===== config.mk =====
export PLATFORM = sky130hd
export DESIGN_NAME = reorder_buffer
export DESIGN_NICKNAME = d
export VERILOG_FILES = /design/src/rtl/reorder_buffer.sv
export SDC_FILE = /design/constraint.sdc
export NUM_CORES = 1
export LEC_CHECK = 0
export CAP_MARGIN = 15
export CORE_ASPECT_RATIO = 0.8
export CORE_MARGIN = 2
export CORE_UTILIZATION = 48
export CTS_BUF_LIST = sky130_fd_sc_hd__clkbuf_8
export DETAILED_ROUTE_END_ITERATION = 8
export GPL_ROUTABILITY_DRIVEN = 0
export RECOVER_POWER = 50
export SETUP_SLACK_MARGIN = 0.3
export SLEW_MARGIN = 5
export SYNTH_ARGS = -nofsm -noshare
export SYNTH_HDL_FRONTEND = slang
export SYNTH_SLANG_ARGS = --single-unit

===== constraint.sdc =====
create_clock -name clk -period 8.4 [get_ports clk]
set_clock_uncertainty 0.15 [all_clocks]
set_input_delay 1.68 -clock clk [delete_from_list [all_inputs] [get_ports clk]]
set_output_delay 1.68 -clock clk [all_outputs]
set_load 0.05 [all_outputs]

===== src/rtl/reorder_buffer.sv =====
// reorder_buffer
//   In-order-retire reorder buffer between rename/dispatch and architectural
//   commit. Up to DISPATCH_WIDTH entries are allocated per cycle at the tail.
//   COMPLETE_WIDTH writeback ports mark entries done. Up to COMMIT_WIDTH
//   consecutive done entries retire per cycle from the head. A flush discards
//   everything in flight.
//   Head and tail carry one extra wrap bit, so a full ring and an empty ring
//   are told apart without a separate occupancy counter.
module reorder_buffer #(
    parameter int  DEPTH          = 32,
    parameter int  DISPATCH_WIDTH = 2,
    parameter int  COMMIT_WIDTH   = 2,
    parameter int  COMPLETE_WIDTH = 2,
    parameter int  PHYS_W         = 8,
    parameter int  ARCH_W         = 5,
    localparam int TAG_W          = $clog2(DEPTH)
) (
    input  logic                               clk,
    input  logic                               rst,
    input  logic                               flush,
    input  logic [DISPATCH_WIDTH-1:0]          disp_valid,
    input  logic [DISPATCH_WIDTH*PHYS_W-1:0]   disp_phys_rd,
    input  logic [DISPATCH_WIDTH*ARCH_W-1:0]   disp_arch_rd,
    input  logic [DISPATCH_WIDTH-1:0]          disp_rd_en,
    output logic [DISPATCH_WIDTH*TAG_W-1:0]    disp_tag,
    output logic                               full,
    output logic                               empty,
    output logic [TAG_W:0]                     entry_count,
    input  logic [COMPLETE_WIDTH-1:0]          cmpl_valid,
    input  logic [COMPLETE_WIDTH*TAG_W-1:0]    cmpl_tag,
    output logic [COMMIT_WIDTH-1:0]            commit_valid,
    output logic [COMMIT_WIDTH*TAG_W-1:0]      commit_tag,
    output logic [COMMIT_WIDTH*PHYS_W-1:0]     commit_phys_rd,
    output logic [COMMIT_WIDTH*ARCH_W-1:0]     commit_arch_rd,
    output logic [COMMIT_WIDTH-1:0]            commit_rd_en
);

    localparam int               PTR_W      = TAG_W + 1;
    // Full means fewer free slots than one complete dispatch group needs.
    localparam logic [PTR_W-1:0] FULL_LIMIT = PTR_W'(DEPTH - DISPATCH_WIDTH);

    // Number of active dispatch lanes.
    function automatic logic [PTR_W-1:0] count_disp(input logic [DISPATCH_WIDTH-1:0] v);
        logic [PTR_W-1:0] n;
        n = {PTR_W{1'b0}};
        for (int i = 0; i < DISPATCH_WIDTH; i++) begin
            n = n + PTR_W'(v[i]);
        end
        return n;
    endfunction

    // Number of retiring commit lanes.
    function automatic logic [PTR_W-1:0] count_commit(input logic [COMMIT_WIDTH-1:0] v);
        logic [PTR_W-1:0] n;
        n = {PTR_W{1'b0}};
        for (int i = 0; i < COMMIT_WIDTH; i++) begin
            n = n + PTR_W'(v[i]);
        end
        return n;
    endfunction

    // Per-entry state.
    logic [DEPTH-1:0]       valid_r;
    logic [DEPTH-1:0]       done_r;
    logic [DEPTH-1:0]       rd_en_r;
    logic [PHYS_W-1:0]      phys_r [DEPTH];
    logic [ARCH_W-1:0]      arch_r [DEPTH];
    logic [PTR_W-1:0]       head_r;
    logic [PTR_W-1:0]       tail_r;

    // Derived signals.
    logic [PTR_W-1:0]        count_s;
    logic                    full_s;
    logic                    empty_s;
    logic                    disp_ok_s;
    logic [PTR_W-1:0]        n_disp_s;
    logic [PTR_W-1:0]        n_commit_s;
    logic [COMMIT_WIDTH-1:0] commit_valid_s;
    logic [TAG_W-1:0]        disp_idx_s   [DISPATCH_WIDTH];
    logic [TAG_W-1:0]        commit_idx_s [COMMIT_WIDTH];
    logic [TAG_W-1:0]        cmpl_idx_s   [COMPLETE_WIDTH];

    // Slot addresses: dispatch lanes follow the tail, commit lanes follow the head.
    for (genvar gi = 0; gi < DISPATCH_WIDTH; gi++) begin : g_disp
        assign disp_idx_s[gi]               = tail_r[TAG_W-1:0] + TAG_W'(gi);
        assign disp_tag[gi*TAG_W +: TAG_W] = disp_idx_s[gi];
    end

    for (genvar gi = 0; gi < COMMIT_WIDTH; gi++) begin : g_commit
        assign commit_idx_s[gi]                  = head_r[TAG_W-1:0] + TAG_W'(gi);
        assign commit_tag[gi*TAG_W +: TAG_W]     = commit_idx_s[gi];
        assign commit_phys_rd[gi*PHYS_W +: PHYS_W] = phys_r[commit_idx_s[gi]];
        assign commit_arch_rd[gi*ARCH_W +: ARCH_W] = arch_r[commit_idx_s[gi]];
        assign commit_rd_en[gi]                  = rd_en_r[commit_idx_s[gi]];
    end

    for (genvar gj = 0; gj < COMPLETE_WIDTH; gj++) begin : g_cmpl
        assign cmpl_idx_s[gj] = cmpl_tag[gj*TAG_W +: TAG_W];
    end

    // Occupancy flags and dispatch admission.
    // full looks only at the registered count, so a same-cycle commit gives no credit.
    always_comb begin
        count_s   = tail_r - head_r;
        full_s    = (count_s > FULL_LIMIT);
        empty_s   = (count_s == {PTR_W{1'b0}});
        disp_ok_s = !full_s && !flush;
        if (disp_ok_s) begin
            n_disp_s = count_disp(disp_valid);
        end else begin
            n_disp_s = {PTR_W{1'b0}};
        end
    end

    // Retire chain: lane i fires only if entries head..head+i are all valid and done.
    always_comb begin : commit_chain
        logic chain;
        chain          = 1'b1;
        commit_valid_s = {COMMIT_WIDTH{1'b0}};
        for (int i = 0; i < COMMIT_WIDTH; i++) begin
            chain             = chain & valid_r[commit_idx_s[i]] & done_r[commit_idx_s[i]];
            commit_valid_s[i] = chain & ~flush;
        end
        n_commit_s = count_commit(commit_valid_s);
    end

    assign full         = full_s;
    assign empty        = empty_s;
    assign entry_count  = count_s;
    assign commit_valid = commit_valid_s;

    // Entry lifecycle and pointers.
    // Reset beats flush; otherwise completions, retirements and allocations land together.
    always_ff @(posedge clk) begin
        if (!rst) begin
            head_r  <= {PTR_W{1'b0}};
            tail_r  <= {PTR_W{1'b0}};
            valid_r <= {DEPTH{1'b0}};
            done_r  <= {DEPTH{1'b0}};
        end else if (flush) begin
            head_r  <= {PTR_W{1'b0}};
            tail_r  <= {PTR_W{1'b0}};
            valid_r <= {DEPTH{1'b0}};
            done_r  <= {DEPTH{1'b0}};
        end else begin
            // A completion aimed at an unallocated slot is dropped.
            for (int j = 0; j < COMPLETE_WIDTH; j++) begin
                if (cmpl_valid[j] && valid_r[cmpl_idx_s[j]]) begin
                    done_r[cmpl_idx_s[j]] <= 1'b1;
                end
            end
            for (int i = 0; i < COMMIT_WIDTH; i++) begin
                if (commit_valid_s[i]) begin
                    valid_r[commit_idx_s[i]] <= 1'b0;
                    done_r[commit_idx_s[i]]  <= 1'b0;
                end
            end
            // Admission guarantees the tail slots are free, so they never alias live entries.
            for (int i = 0; i < DISPATCH_WIDTH; i++) begin
                if (disp_ok_s && disp_valid[i]) begin
                    valid_r[disp_idx_s[i]] <= 1'b1;
                    done_r[disp_idx_s[i]]  <= 1'b0;
                end
            end
            head_r <= head_r + n_commit_s;
            tail_r <= tail_r + n_disp_s;
        end
    end

    // Payload capture on allocation.
    // The payload is only observed while its entry is valid, so it needs no reset.
    always_ff @(posedge clk) begin
        for (int i = 0; i < DISPATCH_WIDTH; i++) begin
            if (rst && disp_ok_s && disp_valid[i]) begin
                phys_r[disp_idx_s[i]]  <= disp_phys_rd[i*PHYS_W +: PHYS_W];
                arch_r[disp_idx_s[i]]  <= disp_arch_rd[i*ARCH_W +: ARCH_W];
                rd_en_r[disp_idx_s[i]] <= disp_rd_en[i];
            end
        end
    end

    // Dispatch lanes must be packed from lane 0: v & (v + 1) is zero only for such masks.
    logic [DISPATCH_WIDTH-1:0] disp_valid_inc_s;
    assign disp_valid_inc_s = disp_valid + DISPATCH_WIDTH'(1);

    a_disp_contiguous: assert property (@(posedge clk) disable iff (!rst)
        ((disp_valid & disp_valid_inc_s) == {DISPATCH_WIDTH{1'b0}}));

endmodule


# After elaboration in Yosys (flattened, before gate mapping)
# Memories as Yosys holds them, arrays and structs flattened. A register that Yosys moved wholly into a read port is not among the register bits.
# Cells that the tools add are included.
# Widths: inputs -> output; s select.
[totals]
reg_bits = 108
ram_bits = 416
output_inout_bits = 58
memories = 2
word_cells = 131
in_bits = 45
[mem_list]
columns = ["memory", "depth", "word_bits", "read_ports", "rd_clocked_by_memory_dff", "write_ports", "line_no", "source"]
rows = [
  ["phys_r", 32, 8, 2, 1, 2, "66", "logic [PHYS_W-1:0] phys_r [DEPTH];"],
  ["arch_r", 32, 5, 2, 1, 2, "67", "logic [ARCH_W-1:0] arch_r [DEPTH];"],
]
[op_classes]
reduce_logical = 18
mux = 65
addsub = 7
magnitude_cmp = 13
bitwise_logic = 21
[op_table]
columns = ["operator", "n"]
rows = [
  ["$mux 32", 28],
  ["$and 32x32->32", 6],
  ["$not 32->32", 4],
  ["$or 32x32->32", 4],
  ["$bwmux 32", 2],
  ["$bmux 1 s5", 8],
  ["$lt 5x6->1 const B", 6],
  ["$demux 1 s5", 6],
  ["$ge 5x1->1 const B", 6],
  ["$mux 1", 18],
  ["$logic_and 1x1->1", 14],
  ["$add 6x2->6", 2],
  ["$add 5x1->5 const B", 2],
  ["$mux 5", 2],
  ["$gt 6x5->1 const B", 1],
  ["$logic_not 6->1", 1],
  ["$sub 6x6->6", 1],
  ["$and 1x1->1", 5],
  ["$add 1x1->2", 2],
  ["$logic_not 1->1", 2],
  ["$mux 2", 1],
  ["$not 1->1", 2],
  ["$reduce_or 2->1", 1],
]

# Logic depth before layout (Yosys ltp)
[depth]
word_depth = 26
mapped_depth = 22

# Worst setup path after synthesis
# Ideal clock, no wire load.
[synth_timing]
path_kind = "reg2out"
start = "register head_r[1]"
end = "output commit_rd_en[1]"
slack_ns = 1.229
arrival_ns = 5.341
path_stages_with_launch = 15
path_cell_list = "dfxtp_1 -> buf_2 -> buf_2 -> buf_2 -> clkbuf_1 -> clkbuf_1 -> inv_1 -> ha_1 -> clkbuf_1 -> buf_1 -> clkbuf_1 -> buf_1 -> mux4_2 -> a222oi_1 -> nand4_1"
[synth_between]
elab_chain_cells = 3
[synth_rtl]
columns = ["element", "line_no", "source"]
rows = [
  ["start, declared", "68", "logic [PTR_W-1:0] head_r;"],
  ["start signal, assigned", "136", "head_r <= {PTR_W{1'b0}};"],
  ["start signal, assigned", "141", "head_r <= {PTR_W{1'b0}};"],
  ["start signal, assigned", "165", "head_r <= head_r + n_commit_s;"],
  ["$add 5x1->5", "90", "assign commit_idx_s[gi] = head_r[TAG_W-1:0] + TAG_W'(gi);"],
  ["via commit_tag[6]", "32", "output logic [COMMIT_WIDTH*TAG_W-1:0] commit_tag,"],
  ["$bmux 1 s5", "94", "assign commit_rd_en[gi] = rd_en_r[commit_idx_s[gi]];"],
  ["$mux 1 (not written as such)", "94", ""],
  ["end, declared", "35", "output logic [COMMIT_WIDTH-1:0] commit_rd_en"],
]
# The timed path passes the listed nets, and every way through them passes these cells. The select of a mux whose other input is x is not followed.

==> reports/qor.yml <==
worst_pin_slew_ps: 2990
cp-end-kind: "register"
firstDrtPassIters: 7
synthArstFlopShare_pct: 0
grt_max_degree: 124
dpl.cell_count: 3290
p_clk_share_pct: 41.8
sw_frac_of_total_pct: 25.2
grt_pass1_vias: 24200
crit_fanout: 58
max-cap-violations: 5
fmax_ghz: 0.128
cts-root-buf: "clkbuf_8"
holdBufCountCts: 0
placed_area_um2: 34700
grt_util_met3_pct: 14.4
synth_area_per_cell_um2: 13.3
finalSetupViolCount: 0
grtUsageTotal_pct: 34.6
p_int_mw: 4.13
coreArea_um2: 67400
met2_usage_pct: 46.2
start_kind: "primary input"
final_cell_count_no_fill: 3468
ff2ff_setup_slack_ps: 1950
dieHeight_um: 238
area_growth_pct: 11.1
ys.warnings.count: 0
min_period_ps: 7830
gr-max-usage-layer: "met1"
post_cts_buffers: 0
synth_cell_type_count: 83
drt_iter0_drc: 4154
cts_sinks: 524
htree_levels: 3
post-route-util_pct: 54.0
cts.clk_slew.worst_paths_ps: 60
timing.rr.start: "head_r[1]$_SDFF_PP0_"
worst_slack_ps: 569
design_area_um2: 36400
switchingPower_mw: 1.39
synth_area_um2: 32800
drive_above_1_share_pct: 35.9
drc_errors: 0
finalMaxSlewViolations: 126
antenna_found_initial: 6
postRouteAntennaNets: 0
num-nets-final: 2553
setup.worst_path.class: "primary input to register"
place_hpwl_um: 81400
synth-seq-cells: 524
synthFlopType: "edfxtp_1"
yosysSeqAreaShare_pct: 44.7
port_buffers: 102
worst-endpoint-arrival_ps: 8120
worst_skew_pair.late_latency_ps: 730
cts_tree: "done"
cts_buffers: 91
r2r_cells: 11
place_ws_ps: 1820
ir_drop_uv: 98.9
ios: 103
syn_inst: 2457
initial_core_util_pct: 48.6
die-area_um2: 70400
hold-path-endpoint: "rd_en_r[26]$_DFF_P_"
hold_class: "register to register"
min_delay_path_depth: 2
relSlewSlack_pct: -99.4
status: "finished with violations"
crit_required_ps: 8690
rsz0062_at_grt: "no"
synth_edf_count: 416
fin_setup_tns_ps: 0
cts_buffer_depth: 3
hold_violations: 0
syn_nets: 2526
via_per_inst: 7.34
post-route-period-util_pct: 93.2
cellPowerDensity_nw_per_um2: 152
fp.dieW_um: 296
power_leakage_nw: 11.3
cts_repair_resize_count: 0
grt_overflow: 0
grt_first_pass_wirelength_um: 175000
wl_per_cell_um: 35.2
grt_use_met1_pct: 51.2
violations: "capacitance limit, slew limit"
rows: 85
p_comb_share_pct: 7.1
worstReg2RegEnd: "phys_r[2][3]$_DFFE_PP_"
drt-total-wl_um: 122000
min_from: "rd_en_r[26]$_DFF_P_"
seqPwrFrac_pct: 51.0
via_count: 25500
[per-layer routing]
metal  up-vias  part of all wire, %
met3       300                   16
met5         -                 0.10
met4         6                  3.1
met2      2008                   41
met1     13100                   40
li1      10000                    -
[cells by family after synthesis]
logic type / synth area share (%)
AOI/OAI and AO/OA: 9.55
xor gates and xnor gates: 0.500
adders and majority gates: 0.986
buffers and inverters: 4.32
DFF: 44.7
muxes: 33.0
and+or+nand+nor: 6.94
[power groups by stage]
stage / sequential, mW / combinational, mW / clock, mW
2_1_floorplan: 2.87 / 0.246 / 0
3_3_place_gp: 2.87 / 0.362 / 0
3_5_place_dp: 2.87 / 0.374 / 0
4_1_cts: 2.82 / 0.376 / 2.32
5_1_grt: 2.82 / 0.414 / 2.43
6_report: 2.82 / 0.394 / 2.31
[layout make-up]
class | count | area [um2]
inverters | 45 | 169
diodes | 2 | 5.00
flip-flops and latches | 524 | 14700
well taps | 913 | 1140
repair buffers | 215 | 1950
fillers | 5720 | 31000
clock inverters | 69 | 424
multi-input cells | 1607 | 16800
clock buffers | 93 | 1280
[through the flow]
stage	hold slack, ps	power (mW)
after floorplan	309	3.12
after global placement	318	3.23
after detailed placement	333	3.25
after CTS	342	5.52
after global routing	372	5.66
final	351	5.53
[critical path: stages]
cell,delay [ps]
dlygate4sd3_1,640
inv_1,350
nor2_4,160
clkbuf_1,2110
nand3_2,110
clkbuf_1,1040
nor3_1,470
clkbuf_1,1090
mux2_2,440
[cell usage in the layout, fill, tap and decap left out, types with 20 or more instances in the layout]
cell / n
mux2_2: 422
edfxtp_1: 416
mux4_2: 251
a22oi_1: 129
nand2_1: 126
dfxtp_1: 106
clkbuf_8: 93
clkdlybuf4s50_1: 86
buf_4: 60
inv_1: 58
o21ai_0: 57
nor2_1: 55
nor3_1: 52
nand3_1: 43
mux2i_1: 38
clkbuf_1: 36
a221oi_1: 32
clkinv_1: 31
o22ai_1: 31
nand4_1: 24
a2bb2oi_1: 24
nor4_1: 23
o221ai_1: 23
and2_1: 21
a21oi_1: 21
ha_1: 20
[synthesized netlist by cell type, types with 21 or more instances]
cell / number / area (um2)
mux2_2: 422 / 4750
edfxtp_1: 416 / 12500
mux4_2: 251 / 5650
clkbuf_1: 171 / 642
a22oi_1: 129 / 968
nand2_1: 119 / 447
dfxtp_1: 108 / 2160
buf_2: 67 / 335
nor2_1: 61 / 229
nor3_1: 60 / 300
o21ai_0: 57 / 285
nand3_1: 44 / 220
mux2i_1: 38 / 380
inv_1: 37 / 139
a221oi_1: 32 / 280
o22ai_1: 31 / 194
a2bb2oi_1: 24 / 210
nand4_1: 24 / 150
o221ai_1: 23 / 201
and2_1: 22 / 138
a21oi_1: 21 / 105
buf_1: 21 / 78.8
ha_1: 21 / 263
nor4_1: 21 / 131
[registers in the layout (all words and copies together), names as in the netlist]
| register | cells |
|---|---|
| rd_en_r | 32 |
| head_r | 6 |
| arch_r | 160 |
| phys_r | 256 |
| valid_r | 32 |
| tail_r | 6 |
| done_r | 32 |
[how the worst max path moves through the flow]
stage	from	slack [ps]	to
final	rst	570	phys_r[2][3]$_DFFE_PP_
after floorplan	head_r[1]$_SDFF_PP0_	1230	commit_rd_en[1]
after detailed placement	head_r[0]$_SDFF_PP0_	1820	commit_arch_rd[8]
after global placement	head_r[0]$_SDFF_PP0_	1860	commit_arch_rd[8]
after global routing	rst	480	phys_r[2][3]$_DFFE_PP_
after CTS	head_r[0]$_SDFF_PP0_	1080	commit_arch_rd[8]
(Power assumes the default switching activity.)
